$ cat config.mk
export PLATFORM = sky130hd
export DESIGN_NAME = serial_rx_flat
export DESIGN_NICKNAME = d
export VERILOG_FILES = /design/src/rtl/serial_rx_if.sv /design/src/rtl/serial_rx.sv /design/src/flat_wrapper.sv
export SDC_FILE = /design/constraint.sdc
export NUM_CORES = 1
export LEC_CHECK = 0
export CELL_PAD_IN_SITES_DETAIL_PLACEMENT = 1
export CELL_PAD_IN_SITES_GLOBAL_PLACEMENT = 2
export CORE_MARGIN = 2
export CORE_UTILIZATION = 25
export CTS_BUF_LIST = sky130_fd_sc_hd__clkbuf_8
export CTS_CLUSTER_SIZE = 14
export DETAILED_ROUTE_END_ITERATION = 8
export DONT_BUFFER_PORTS = 1
export GPL_TIMING_DRIVEN = 0
export PLACE_DENSITY = 0.6
export SYNTH_ARGS = -nofsm -noshare
export SYNTH_HDL_FRONTEND = slang
export SYNTH_SLANG_ARGS = --single-unit
$ cat constraint.sdc
create_clock -name clk -period 5.5 [get_ports clk]
set_clock_uncertainty 0.2 [all_clocks]
set_input_delay 1.1 -clock clk [delete_from_list [all_inputs] [get_ports clk]]
set_output_delay 1.1 -clock clk [all_outputs]
set_load 0.02 [all_outputs]
$ cat src/rtl/serial_rx_if.sv
// Bundle of the serial line, its framing controls and the received-word outputs
// shared between a serial_rx and whatever drives or consumes it.
interface serial_rx_if #(
  parameter int P_DATA_WIDTH = 256
);
  // Line side: din/y0/nbits/n0/n1/cnt come from the transmitter side and timebase.
  // Word side: valid is a one-cycle strobe with no ready; the consumer must take
  // data/frame_err on that cycle or read the held values later.
  logic                    din;
  logic                    y0;
  logic [7:0]              nbits;
  logic [31:0]             n0;
  logic [31:0]             n1;
  logic [31:0]             cnt;
  logic [P_DATA_WIDTH-1:0] data;
  logic                    valid;
  logic                    frame_err;
  logic                    busy;
  logic [1:0]              dbg_state;

  modport master (
    output din, y0, nbits, n0, n1, cnt,
    input  data, valid, frame_err, busy, dbg_state
  );

  modport slave (
    input  din, y0, nbits, n0, n1, cnt,
    output data, valid, frame_err, busy, dbg_state
  );
endinterface

$ cat src/rtl/serial_rx.sv
// Deserializer for the serial_tx line: samples din near mid-bit against the
// shared cnt timebase, MSB first, then checks the stop level against y0.
module serial_rx #(
  parameter int P_DATA_WIDTH = 256
) (
  input logic        clk,
  input logic        rst,
  serial_rx_if.slave bus
);

  localparam logic [1:0] S_IDLE  = 2'd0;
  localparam logic [1:0] S_SHIFT = 2'd1;
  localparam logic [1:0] S_STOP  = 2'd2;

  logic [1:0]              state;
  logic [P_DATA_WIDTH-1:0] sr;
  logic [7:0]              bcnt;
  logic [31:0]             tgt;
  logic [31:0]             n1_l;
  logic [7:0]              nb_l;
  logic [P_DATA_WIDTH-1:0] data_q;
  logic                    valid_q;
  logic                    frame_err_q;

  logic [31:0] i_n0;
  logic [31:0] i_n1;
  logic [7:0]  i_nb;
  logic [31:0] h;

  always_comb begin
    i_n0 = (bus.n0 == 32'd0)   ? 32'd1 : bus.n0;
    i_n1 = (bus.n1 == 32'd0)   ? 32'd1 : bus.n1;
    i_nb = (bus.nbits == 8'd0) ? 8'd1  : bus.nbits;
    // 33-bit sum so n1 = 2^32-1 still gives a non-zero half-bit offset.
    h    = 32'((33'(i_n1) + 33'd1) >> 1);
  end

  always_ff @(posedge clk) begin
    if (rst) begin
      state       <= S_IDLE;
      sr          <= '0;
      bcnt        <= 8'd0;
      tgt         <= 32'd0;
      n1_l        <= 32'd1;
      nb_l        <= 8'd1;
      data_q      <= '0;
      valid_q     <= 1'b0;
      frame_err_q <= 1'b0;
    end else begin
      valid_q <= 1'b0;
      case (state)
        S_IDLE: begin
          if (bus.cnt == i_n0) begin
            n1_l  <= i_n1;
            nb_l  <= i_nb;
            sr    <= '0;
            bcnt  <= 8'd0;
            tgt   <= i_n0 + h;
            state <= S_SHIFT;
          end
        end
        S_SHIFT: begin
          // Equality plus an advancing target: a stalled cnt is sampled once.
          if (bus.cnt == tgt) begin
            sr   <= {sr[P_DATA_WIDTH-2:0], bus.din};
            bcnt <= bcnt + 8'd1;
            tgt  <= tgt + n1_l;
            if (bcnt == nb_l - 8'd1) begin
              state <= S_STOP;
            end
          end
        end
        S_STOP: begin
          if (bus.cnt == tgt) begin
            data_q      <= sr;
            valid_q     <= 1'b1;
            frame_err_q <= (bus.din != bus.y0);
            state       <= S_IDLE;
          end
        end
        default: state <= S_IDLE;
      endcase
    end
  end

  assign bus.data      = data_q;
  assign bus.valid     = valid_q;
  assign bus.frame_err = frame_err_q;
  assign bus.busy      = (state == S_SHIFT) || (state == S_STOP);
  assign bus.dbg_state = state;

endmodule

$ cat src/flat_wrapper.sv
// flat-port wrapper written by rule: the top's interface ports become plain ports
module serial_rx_flat 
#(
  parameter int P_DATA_WIDTH = 256
)
  (clk, rst, bus_din, bus_y0, bus_nbits, bus_n0, bus_n1, bus_cnt, bus_data, bus_valid, bus_frame_err, bus_busy, bus_dbg_state);
  serial_rx_if #(.P_DATA_WIDTH(P_DATA_WIDTH)) bus_i ();
  input logic clk;
  input logic rst;
  input wire logic [$bits(bus_i.din)-1:0] bus_din;
  input wire logic [$bits(bus_i.y0)-1:0] bus_y0;
  input wire logic [$bits(bus_i.nbits)-1:0] bus_nbits;
  input wire logic [$bits(bus_i.n0)-1:0] bus_n0;
  input wire logic [$bits(bus_i.n1)-1:0] bus_n1;
  input wire logic [$bits(bus_i.cnt)-1:0] bus_cnt;
  output wire logic [$bits(bus_i.data)-1:0] bus_data;
  output wire logic [$bits(bus_i.valid)-1:0] bus_valid;
  output wire logic [$bits(bus_i.frame_err)-1:0] bus_frame_err;
  output wire logic [$bits(bus_i.busy)-1:0] bus_busy;
  output wire logic [$bits(bus_i.dbg_state)-1:0] bus_dbg_state;
  assign bus_i.din = bus_din;
  assign bus_i.y0 = bus_y0;
  assign bus_i.nbits = bus_nbits;
  assign bus_i.n0 = bus_n0;
  assign bus_i.n1 = bus_n1;
  assign bus_i.cnt = bus_cnt;
  assign bus_data = bus_i.data;
  assign bus_valid = bus_i.valid;
  assign bus_frame_err = bus_i.frame_err;
  assign bus_busy = bus_i.busy;
  assign bus_dbg_state = bus_i.dbg_state;
  serial_rx #(.P_DATA_WIDTH(P_DATA_WIDTH)) u_core (.clk(clk), .rst(rst), .bus(bus_i));
endmodule
==> reports/metrics.cfg, run 1 <==
[clocking]
clkSlewWorstSetupHoldPaths_ps=60
numCtsBuffers=114
cts_max_path_buffers=3
holdBufCountCts=0
cts_root_buf=clkbuf_8
clock_sinks=596
tritoncts=built
ctsHtreeMaxLevel=3
clk_latency_ps=780

[synthesis]
synth-edff-count=0
yosys_warnings=0
avgSynthCellArea_um2=7.870
synthTopCellsByArea=dfxtp_1 46%, nand2_1 12%, a21oi_1 11%, nand3_1 5.6%, ha_1 3.3%
synth_area_leader_cell=dfxtp_1
synth_ff_type=dfxtp_1
synth.most_common_cell=nand2_1
synth_seq_cells=596
synth_fp_nets=3494
synth_commonest_cells=829 x nand2_1, 596 x dfxtp_1, 580 x a21oi_1
synth_cell_type_count=77
netlist_area_mm2=0.02610
syn-instance-count=3316
synth_top_area_share_pct=45.72
synth-seq-area-share_pct=45.72
synthArstFlopShare_pct=0

[drt]
vias_per_cell=4.777
drtIter0Drc=981
num_vias=23470
detail-route-antenna-nets=0
detail_route.wl_per_cell_um=20.66
dr.pass1.iters=5
routed_wl_um=101500
drc_errors=0

[pwr]
power_w=0.009275
p_per_area_mw_per_mm2=305.0
vdd_ir_drop_max_mv=0.1495
power.leakage_nw=10.33

[timing]
drv_slew=0
tns_ps=0
setup_violations=0
post-route-period-util_pct=95.73
period_needed_ps=5265
rsz0062_at_grt=no
worst_pin_slew_ps=1297
fin_ws_ps=234.8
fmax_mhz=189.9
finalHoldViolations=0
slew_headroom_pct=13.54

[final_layout]
multi_input_area_mm2=0.01312
nFillCells=12430
syn_to_final_growth_pct=16.53
postLayoutCellArea_mm2=0.03041
nets=3617
layout-drive-gt1-share_pct=7.790
regArea_mm2=0.01193
fin_util_pct=29.38

[placed_design]
place.gp.congestion=0.8481
placedInstanceArea_mm2=0.02784
port-buffer-count=0
place_hpwl_um=76570
dpl_worst_slack_ps=-1487

[worst_setup_path]
critPathKind=input pin to flip-flop
worstPathArrival_ps=5680
r2r.worst_path.cells=13
required_ps=5910
worstPathMaxFanout=8
crit_slowest_cell=nand4_1
startpoint=bus_n1[21]
crit_path_max_incr_delay_ps=370
reg2reg_from=u_core.tgt[0]
cp-endpoint=u_core.tgt[24]
r2r_end=u_core.tgt[28]
path_cells=buf_4 -> nor4_4 -> nand4_1 -> o21bai_4 -> ha_4 -> nand2_2 -> nor4_4 -> buf_4 -> buf_4 -> nand2_1 -> xnor2_1 -> ha_1 -> a21o_1 -> a21o_1 -> a211oi_2 -> a32oi_4 -> a21o_1 -> a21oi_1 -> o21ai_0 -> xnor2_1 -> a21boi_1 -> nor3_1
rrSetupSlack_ps=1580
start_kind=input pin
worstSetupEndpointType=flip-flop

[hold_path]
hold_class=flip-flop to flip-flop
min_path_cells=2
hp-start=u_core.sr[187]

[global_route]
grt.total_usage_pct=18.54
grt_pass1_wl_um=152300
grt_max_degree=16
antenna_found_initial=7
overflow=0
grt_pass1_vias=24160

[floorplanning]
fp.dieW_um=327.1
num_rows=118
num_io_pins=369
dieArea_mm2=0.1070
die_h_um=327.1
core_area_mm2=0.1035
initial_utilization_pct=25.22

[flow_run]
max_cap_violations=0

[status]
outcome=complete, no violations

through the flow:
| stage | instances | hold slack [ps] |
|---|---|---|
| final | 4913 | 253.7 |
| after global routing | 4911 | 210.8 |
| after CTS | 4906 | 191.7 |
| after detailed placement | 4697 | 261.8 |
| after global placement | 4696 | 259.4 |
| after floorplan | 3316 | 232.1 |
registers in the layout, indices dropped and copies added (netlist names):
name                  flops
u_core.tgt               32
u_core.bus.valid          1
u_core.bus.data         256
u_core.n1_l              32
u_core.nb_l               8
u_core.sr               256
u_core.bus.frame_err      1
u_core.bus.dbg_state      2
u_core.bcnt               8
worst max-delay path: cells and delay by family:
kind                       cells  cell delay (ps)
xor gates and xnor gates       2              300
and+or+nand+nor                6             1130
adders and majority gates      2              570
buffers and inverters          3              470
AOI/OAI and AO/OA              9             2080
what timing repair did:
action / in CTS / in global routing
hold endpoints to repair: 0 / 0
gates resized for setup: 17 / 18
endpoints found under the setup margin: 15 / 11
pin swaps: 4 / 11
setup buffers: 3 / 4
kinds of logic after synthesis:
logic type | synth area share (%)
simple gates | 23.09
xor+xnor | 5.063
flops | 45.72
mux | 1.889
compound gates | 16.18
buf+inv | 4.646
fa+ha+maj | 3.414
placed cells by master (no fill, tap or decap), types with 26 or more instances in the layout:
master / Yosys / final
dfxtp_1: 596 / 596
nand3_1: 293 / 292
ha_1: 68 / 65
nor4_1: 41 / 37
nand2_1: 829 / 828
clkbuf_8: 3 / 149
o21ai_0: 40 / 39
a21oi_1: 580 / 578
mux2i_1: 47 / 47
buf_2: 53 / 53
clkbuf_1: 185 / 183
inv_1: 23 / 70
nor2_1: 132 / 128
a211oi_1: 27 / 26
a21o_1: 26 / 26
nor3_1: 31 / 29
xor2_1: 96 / 96
xnor2_1: 53 / 52
cell type report:
type | instances | area share [%]
multi-input combinational | 2429 | 43.15
clock buffer | 146 | 6.607
sequential | 596 | 39.23
buffer | 266 | 3.682
inverter | 24 | 0.2962
antenna | 3 | 0.02469
clock inverter | 61 | 1.123
tap | 1380 | 5.678
timing repair buffer | 8 | 0.2098
worst min path at each step:
stage | end | slack, ps
after floorplan | u_core.bus.data[255] | 230
after global placement | u_core.bus.data[215] | 260
after detailed placement | u_core.sr[170] | 260
after CTS | u_core.n1_l[3] | 190
after global routing | u_core.n1_l[5] | 210
final | u_core.bus.data[187] | 250
power breakdown:
part	total [W]	internal, W	switching [W]	leakage, nW
Combinational	0.000442	0.000155	0.000287	4.14
Clock	0.00451	0.00250	0.00201	1.39
Sequential	0.00432	0.00432	0.0000000000154	4.80
Total	0.00928	0.00698	0.00230	10.3
per-layer routing:
metal | vias up | routed length [µm] | share of wire (%) | GRT usage (%)
met5 | - | 0 | 0 | 0
li1 | 11610 | - | - | -
met1 | 11290 | 45860 | 45 | 23.50
met3 | 150 | 6496 | 6.4 | 5.329
met2 | 420 | 46190 | 46 | 30.11
met4 | 0 | 2955 | 2.9 | 6.233
(Power assumes the default switching activity.)
==> run 2, diff against run 1 <==
CELL_PAD_IN_SITES_DETAIL_PLACEMENT = 0   (was 1)
CELL_PAD_IN_SITES_GLOBAL_PLACEMENT = 1   (was 2)
PLACE_DENSITY = default   (was 0.6)
PLACE_DENSITY_LB_ADDON = 0.1   (was default)
==> reports/metrics.cfg, run 2 (same netlist as run 1, synthesis figures left out) <==
[status]
outcome=complete, no violations

[timing]
finalHoldViolations=0  ; unchanged
drv_slew=0  ; unchanged
slew_headroom_pct=25.56  ; +12 points
worst_pin_slew_ps=1117  ; -180.4 ps
post-route-period-util_pct=96.31  ; +0.57 points
setup_violations=0  ; unchanged
rsz0062_at_grt=no
fin_ws_ps=203.2  ; -31.59 ps
period_needed_ps=5297  ; +31.59 ps
fmax_mhz=188.8  ; -0.60%
tns_ps=0  ; unchanged

[pwr]
p_per_area_mw_per_mm2=295.9  ; -3.0%
pwr-share-comb_pct=5.0  ; +0.2 points
power_frac_clock_pct=46.7  ; -2.0 points
vdd_ir_drop_max_mv=0.1511  ; +1.0%
p_sw_w=0.002239  ; -2.5%
power.leakage_nw=10.22  ; -1.1%
switching_share_pct=25.08  ; +0.31 points
pwr-share-seq_pct=48.4  ; +1.8 points
internal_power_w=0.006690  ; -4.1%

[hold_path]
hold_class=flip-flop to flip-flop
hp-start=u_core.sr[19]
holdPathEnd=u_core.bus.data[19]
min_path_cells=2  ; unchanged

[final_layout]
nets=3616  ; -0.028%
nFillCells=11210  ; -9.9%
postLayoutCellArea_mm2=0.03018  ; -0.77%
layout_commonest_cell=nand2_1
layout_common_cells=828 x nand2_1, 596 x dfxtp_1, 578 x a21oi_1
final_cells=4901  ; -0.24%
fin_util_pct=29.16  ; -0.22 points
layout-drive-gt1-share_pct=7.388  ; -0.40 points
syn_to_final_growth_pct=15.64

[flow_run]
max_cap_violations=0  ; unchanged

[global_route]
grt.total_usage_pct=17.86  ; -0.68 points
gr-max-usage-layer=met2
gr-usage-met3_pct=5.989  ; +0.66 points
antenna_found_initial=5  ; -2
overflow=0  ; unchanged
grt_max_degree=16  ; unchanged
grt_pass1_vias=22840  ; -5.5%
grt_pass1_wl_um=145700  ; -4.3%
use_met1_pct=22.20  ; -1.3 points
grtUsageMet2_pct=28.62  ; -1.5 points

[worst_setup_path]
worstPathArrival_ps=5690  ; about the same
worstSetupEndpointType=flip-flop
critPathKind=input pin to flip-flop
r2r.worst_path.cells=11  ; -2
start_kind=input pin
startpoint=bus_n1[21]
worstPathMaxFanout=8  ; unchanged
rrSetupSlack_ps=1580  ; about the same
reg2reg_from=u_core.tgt[14]
r2r_end=u_core.sr[207]
required_ps=5900  ; about the same

[drt]
routed_wl_um=98510  ; -3.0%
vias_per_cell=4.765  ; -0.24%
detail_route.wl_per_cell_um=20.10  ; -2.7%
num_vias=23360  ; -0.48%
drc_errors=0  ; unchanged
dr.pass1.iters=6  ; +1
detail-route-antenna-nets=0  ; unchanged
drtIter0Drc=1325  ; +35%

[clocking]
ctsHtreeMaxLevel=3  ; unchanged
holdBufCountCts=0  ; unchanged
cts_max_path_buffers=3  ; unchanged
clkSlewWorstSetupHoldPaths_ps=60  ; about the same
cts_root_buf=clkbuf_8
clk_latency_ps=760  ; -20 ps
tritoncts=built
numCtsBuffers=110  ; -3.5%
clock_sinks=596  ; unchanged

[placed_design]
placedInstanceArea_mm2=0.02786  ; about the same
port-buffer-count=0  ; unchanged
place.gp.congestion=0.9108  ; +7.4%
dpl_worst_slack_ps=-1444  ; +42.69 ps
place_hpwl_um=75850  ; -0.93%
dp_cells=4698  ; +0.021%

[floorplanning]
num_io_pins=369  ; unchanged
initial_utilization_pct=25.22  ; unchanged
num_rows=118  ; unchanged
die_h_um=327.1  ; unchanged
core_area_mm2=0.1035  ; unchanged
dieArea_mm2=0.1070  ; unchanged
fp.dieW_um=327.1  ; unchanged

-- run 2: cell count changes in the layout (fill, tap and decap cells not counted), sizes merged --
cell      delta
bufinv       -2
clkinv       -2
clkbuf      -13
diode        -1
clkinvlp     +1
inv          +2
buf          +3
-- run 2: worst max-delay path by stage --
stage | depth (start not counted) | to
2_1_floorplan | 22 | u_core.tgt[30]
4_1_cts | 19 | u_core.tgt[24]
5_1_grt | 23 | u_core.tgt[29]
3_3_place_gp | 20 | u_core.tgt[24]
3_5_place_dp | 19 | u_core.tgt[24]
6_report | 21 | u_core.tgt[24]
-- run 2: layer usage --
| layer | wire, µm | part of all wire, % |
|---|---|---|
| met3 | 7820 | 7.9 |
| met2 | 44490 | 45 |
| met4 | 3230 | 3.3 |
| met1 | 42970 | 44 |
| met5 | 0 | 0 |
-- run 2: area by class of cell --
| cell class | instances | area, µm² | area share, % |
|---|---|---|---|
| Antenna cell | 2 | 5.005 | 0.01658 |
| Buffer | 266 | 1119 | 3.706 |
| Clock buffer | 133 | 1831 | 6.066 |
| Clock inverter | 60 | 294.0 | 0.9743 |
| Inverter | 24 | 90.09 | 0.2985 |
| Multi-Input combinational cell | 2429 | 13090 | 43.38 |
| Sequential cell | 596 | 11930 | 39.54 |
| Tap cell | 1380 | 1727 | 5.721 |
| Timing Repair Buffer | 11 | 90.09 | 0.2985 |
-- run 2: repair_timing --
action / 4_1_cts / 5_1_grt
setup endpoints to repair: 15 / 14
resized for setup: 14 / 16
buffers inserted: 2 / 7
pin swaps: 4 / 10
-- run 2: critical path, stage by stage --
cell and delay [ps]:
buf_4 160, nor4_4 310, nand4_1 350, o21bai_2 320
ha_4 230, nand2_2 110, nor4_4 250, buf_4 190
nand2_1 70, xnor2_1 130, ha_1 360, a21o_1 230
a21o_1 180, a211oi_1 270, a32oi_2 230, a21o_1 240
a21oi_1 240, o21ai_0 210, xnor2_1 170, a21boi_1 240
nor3_1 70
-- run 2: stage by stage --
stage          power (W)  hold WS [ps]
2_1_floorplan   0.004706         232.1
3_3_place_gp    0.004839         247.4
3_5_place_dp    0.004840         252.8
4_1_cts         0.009109         193.8
5_1_grt         0.009352         227.2
6_report        0.008929         259.6
-- run 2: power by group through the flow --
stage / Combinational, W / Clock [W] / Sequential [W]
after floorplan: 0.000294 / 0 / 0.00441
after global placement: 0.000427 / 0 / 0.00441
after detailed placement: 0.000428 / 0 / 0.00441
after CTS: 0.000436 / 0.00435 / 0.00432
after global routing: 0.000488 / 0.00455 / 0.00432
final: 0.000442 / 0.00417 / 0.00432
==> run 3, diff against run 2 <==
CAP_MARGIN = 20   (was default)
==> reports/metrics.cfg, run 3 (same netlist as run 1, synthesis figures left out) <==
[status]
outcome=complete, no violations

[floorplanning]
initial_utilization_pct=25.22  ; unchanged
die_h_um=327.1  ; unchanged
dieArea_mm2=0.1070  ; unchanged
core_area_mm2=0.1035  ; unchanged
num_io_pins=369  ; unchanged
fp.dieW_um=327.1  ; unchanged
num_rows=118  ; unchanged

[placed_design]
place_hpwl_um=76370  ; +0.69%
port-buffer-count=0  ; unchanged
dpl_worst_slack_ps=-1445  ; -1.380 ps
place.gp.congestion=0.9108  ; unchanged
dp_cells=4703  ; +0.11%

[flow_run]
max_cap_violations=0  ; unchanged

[pwr]
power_w=0.009222  ; +3.3%
p_per_area_mw_per_mm2=303.4  ; +2.5%
vdd_ir_drop_max_mv=0.1513  ; +0.15%
power.leakage_nw=10.32  ; +0.99%

[clocking]
holdBufCountCts=0  ; unchanged
cts_max_path_buffers=3  ; unchanged
ctsHtreeMaxLevel=3  ; unchanged
cts_root_buf=clkbuf_8
numCtsBuffers=114  ; +3.6%
clock_sinks=596  ; unchanged
clk_latency_ps=770  ; about the same
clkSlewWorstSetupHoldPaths_ps=60  ; about the same
tritoncts=built

[worst_setup_path]
path_cells=buf_4 -> nor4_2 -> nand4_1 -> o21bai_2 -> ha_4 -> nand2_1 -> nor4_4 -> buf_4 -> nand4_4 -> nor2_4 -> nand2_1 -> xnor2_1 -> ha_1 -> a21o_1 -> a21oi_1 -> o21ai_0 -> o311ai_1 -> o21ai_2 -> a2111oi_4 -> nor3b_1 -> nor3_2 -> a41oi_1 -> a211oi_1
crit_slowest_cell=a2111oi_4
start_kind=input pin
worstPathMaxFanout=8  ; unchanged
worstPathArrival_ps=5870  ; +180 ps
worstSetupEndpointType=flip-flop
critPathKind=input pin to flip-flop
crit_path_max_incr_delay_ps=430  ; +70 ps
required_ps=5980  ; +80 ps

[timing]
fmax_mhz=185.5  ; -1.7%
period_needed_ps=5390  ; +93.60 ps
worst_pin_slew_ps=1091  ; -25.61 ps
fin_ws_ps=109.6  ; -93.60 ps
slew_headroom_pct=27.27  ; +1.7 points
setup_violations=0  ; unchanged
post-route-period-util_pct=98.01  ; +1.7 points
finalHoldViolations=0  ; unchanged
drv_slew=0  ; unchanged
rsz0062_at_grt=no

[global_route]
grt_pass1_vias=22970  ; +0.57%
antenna_found_initial=4  ; -1
grt.total_usage_pct=17.90  ; +0.045 points
grt_max_degree=17  ; +1
grt_pass1_wl_um=146200  ; +0.36%
overflow=0  ; unchanged

[final_layout]
final_cells=4913  ; +0.24%
nets=3621  ; +0.14%
fin_util_pct=29.37  ; +0.21 points
layout-drive-gt1-share_pct=7.788  ; +0.40 points
syn_to_final_growth_pct=16.49
nFillCells=11280  ; +0.62%
layout_commonest_cell=nand2_1
multi_input_area_mm2=0.01307  ; -0.18%
regArea_mm2=0.01193  ; unchanged
layout_common_cells=829 x nand2_1, 596 x dfxtp_1, 577 x a21oi_1

[drt]
vias_per_cell=4.783  ; +0.38%
num_vias=23500  ; +0.62%
routed_wl_um=99140  ; +0.64%
detail-route-antenna-nets=0  ; unchanged
detail_route.wl_per_cell_um=20.18  ; +0.39%
drc_errors=0  ; unchanged
drtIter0Drc=1205  ; -9.1%
dr.pass1.iters=5  ; -1

[hold_path]
hold_class=flip-flop to flip-flop

## run 3: cell types whose count changed in the layout (fill, tap and decap cells not counted), moves of 2 or more
| cell | change |
|---|---|
| buf_4 | -5 |
| nor4_2 | +3 |
| inv_8 | -2 |
| inv_1 | -4 |
| nor4_4 | -2 |
| inv_6 | +2 |
| buf_8 | +5 |
| clkbuf_8 | +12 |
## run 3: report_power, final
group	internal [W]	leakage, nW	switching [W]
clock	0.00245	1.36	0.00202
sequential	0.00432	4.80	0.0000000000157
combinational	0.000154	4.16	0.000287
total	0.00692	10.3	0.00230
## run 3: repair_timing
item                                   CTS  global route
pin swaps                                4             4
gates resized for setup                 15            12
setup endpoints to repair               15            12
endpoints found under the hold margin    0             0
setup buffers                            1             3
## run 3: area by class of cell
cell class / count / area share [%]
Inverter: 24 / 0.2963
Clock buffer: 145 / 6.565
Multi-Input combinational cell: 2429 / 42.99
Sequential cell: 596 / 39.25
Tap cell: 1380 / 5.680
Clock inverter: 59 / 1.070
Antenna cell: 2 / 0.01646
Buffer: 266 / 3.679
Timing Repair Buffer: 12 / 0.4568
## run 3: layer usage
metal	share of wire [%]	up-vias	GRT usage [%]
met5	0	-	0
met3	7.8	147	5.880
met4	2.4	0	5.275
met1	44	11160	22.27
met2	46	578	29.38
li1	-	11610	-
## run 3: critical path: cells and delay by family
kind,cells,cell delay (ps)
simple gates,9,1960
xor+xnor,1,130
buf+inv,2,350
compound gates,9,1790
fa+ha+maj,2,510
## run 3: per-stage QoR
stage | hold slack (ps) | TNS, ps | instance area [µm²]
floorplan | 232.1 | 0 | 26100
global placement | 247.4 | -21710 | 27820
detailed placement | 252.8 | -21810 | 27930
CTS | 183.6 | 0 | 30310
global route | 218.2 | 0 | 30400
finish | 266.8 | 0 | 30400
## run 3: path summary, 6_finish.rpt
| kind | from | to | slack, ps | depth (start not counted) |
|---|---|---|---|---|
| setup / recovery | bus_n1[21] | u_core.tgt[29] | 110 | 23 |
| hold / removal | u_core.sr[255] | u_core.sr[255] | 270 | 2 |
| setup reg to reg | u_core.tgt[14] | u_core.sr[133] | 1640 | 11 |
| hold reg to reg | u_core.sr[255] | u_core.sr[255] | 270 | 2 |
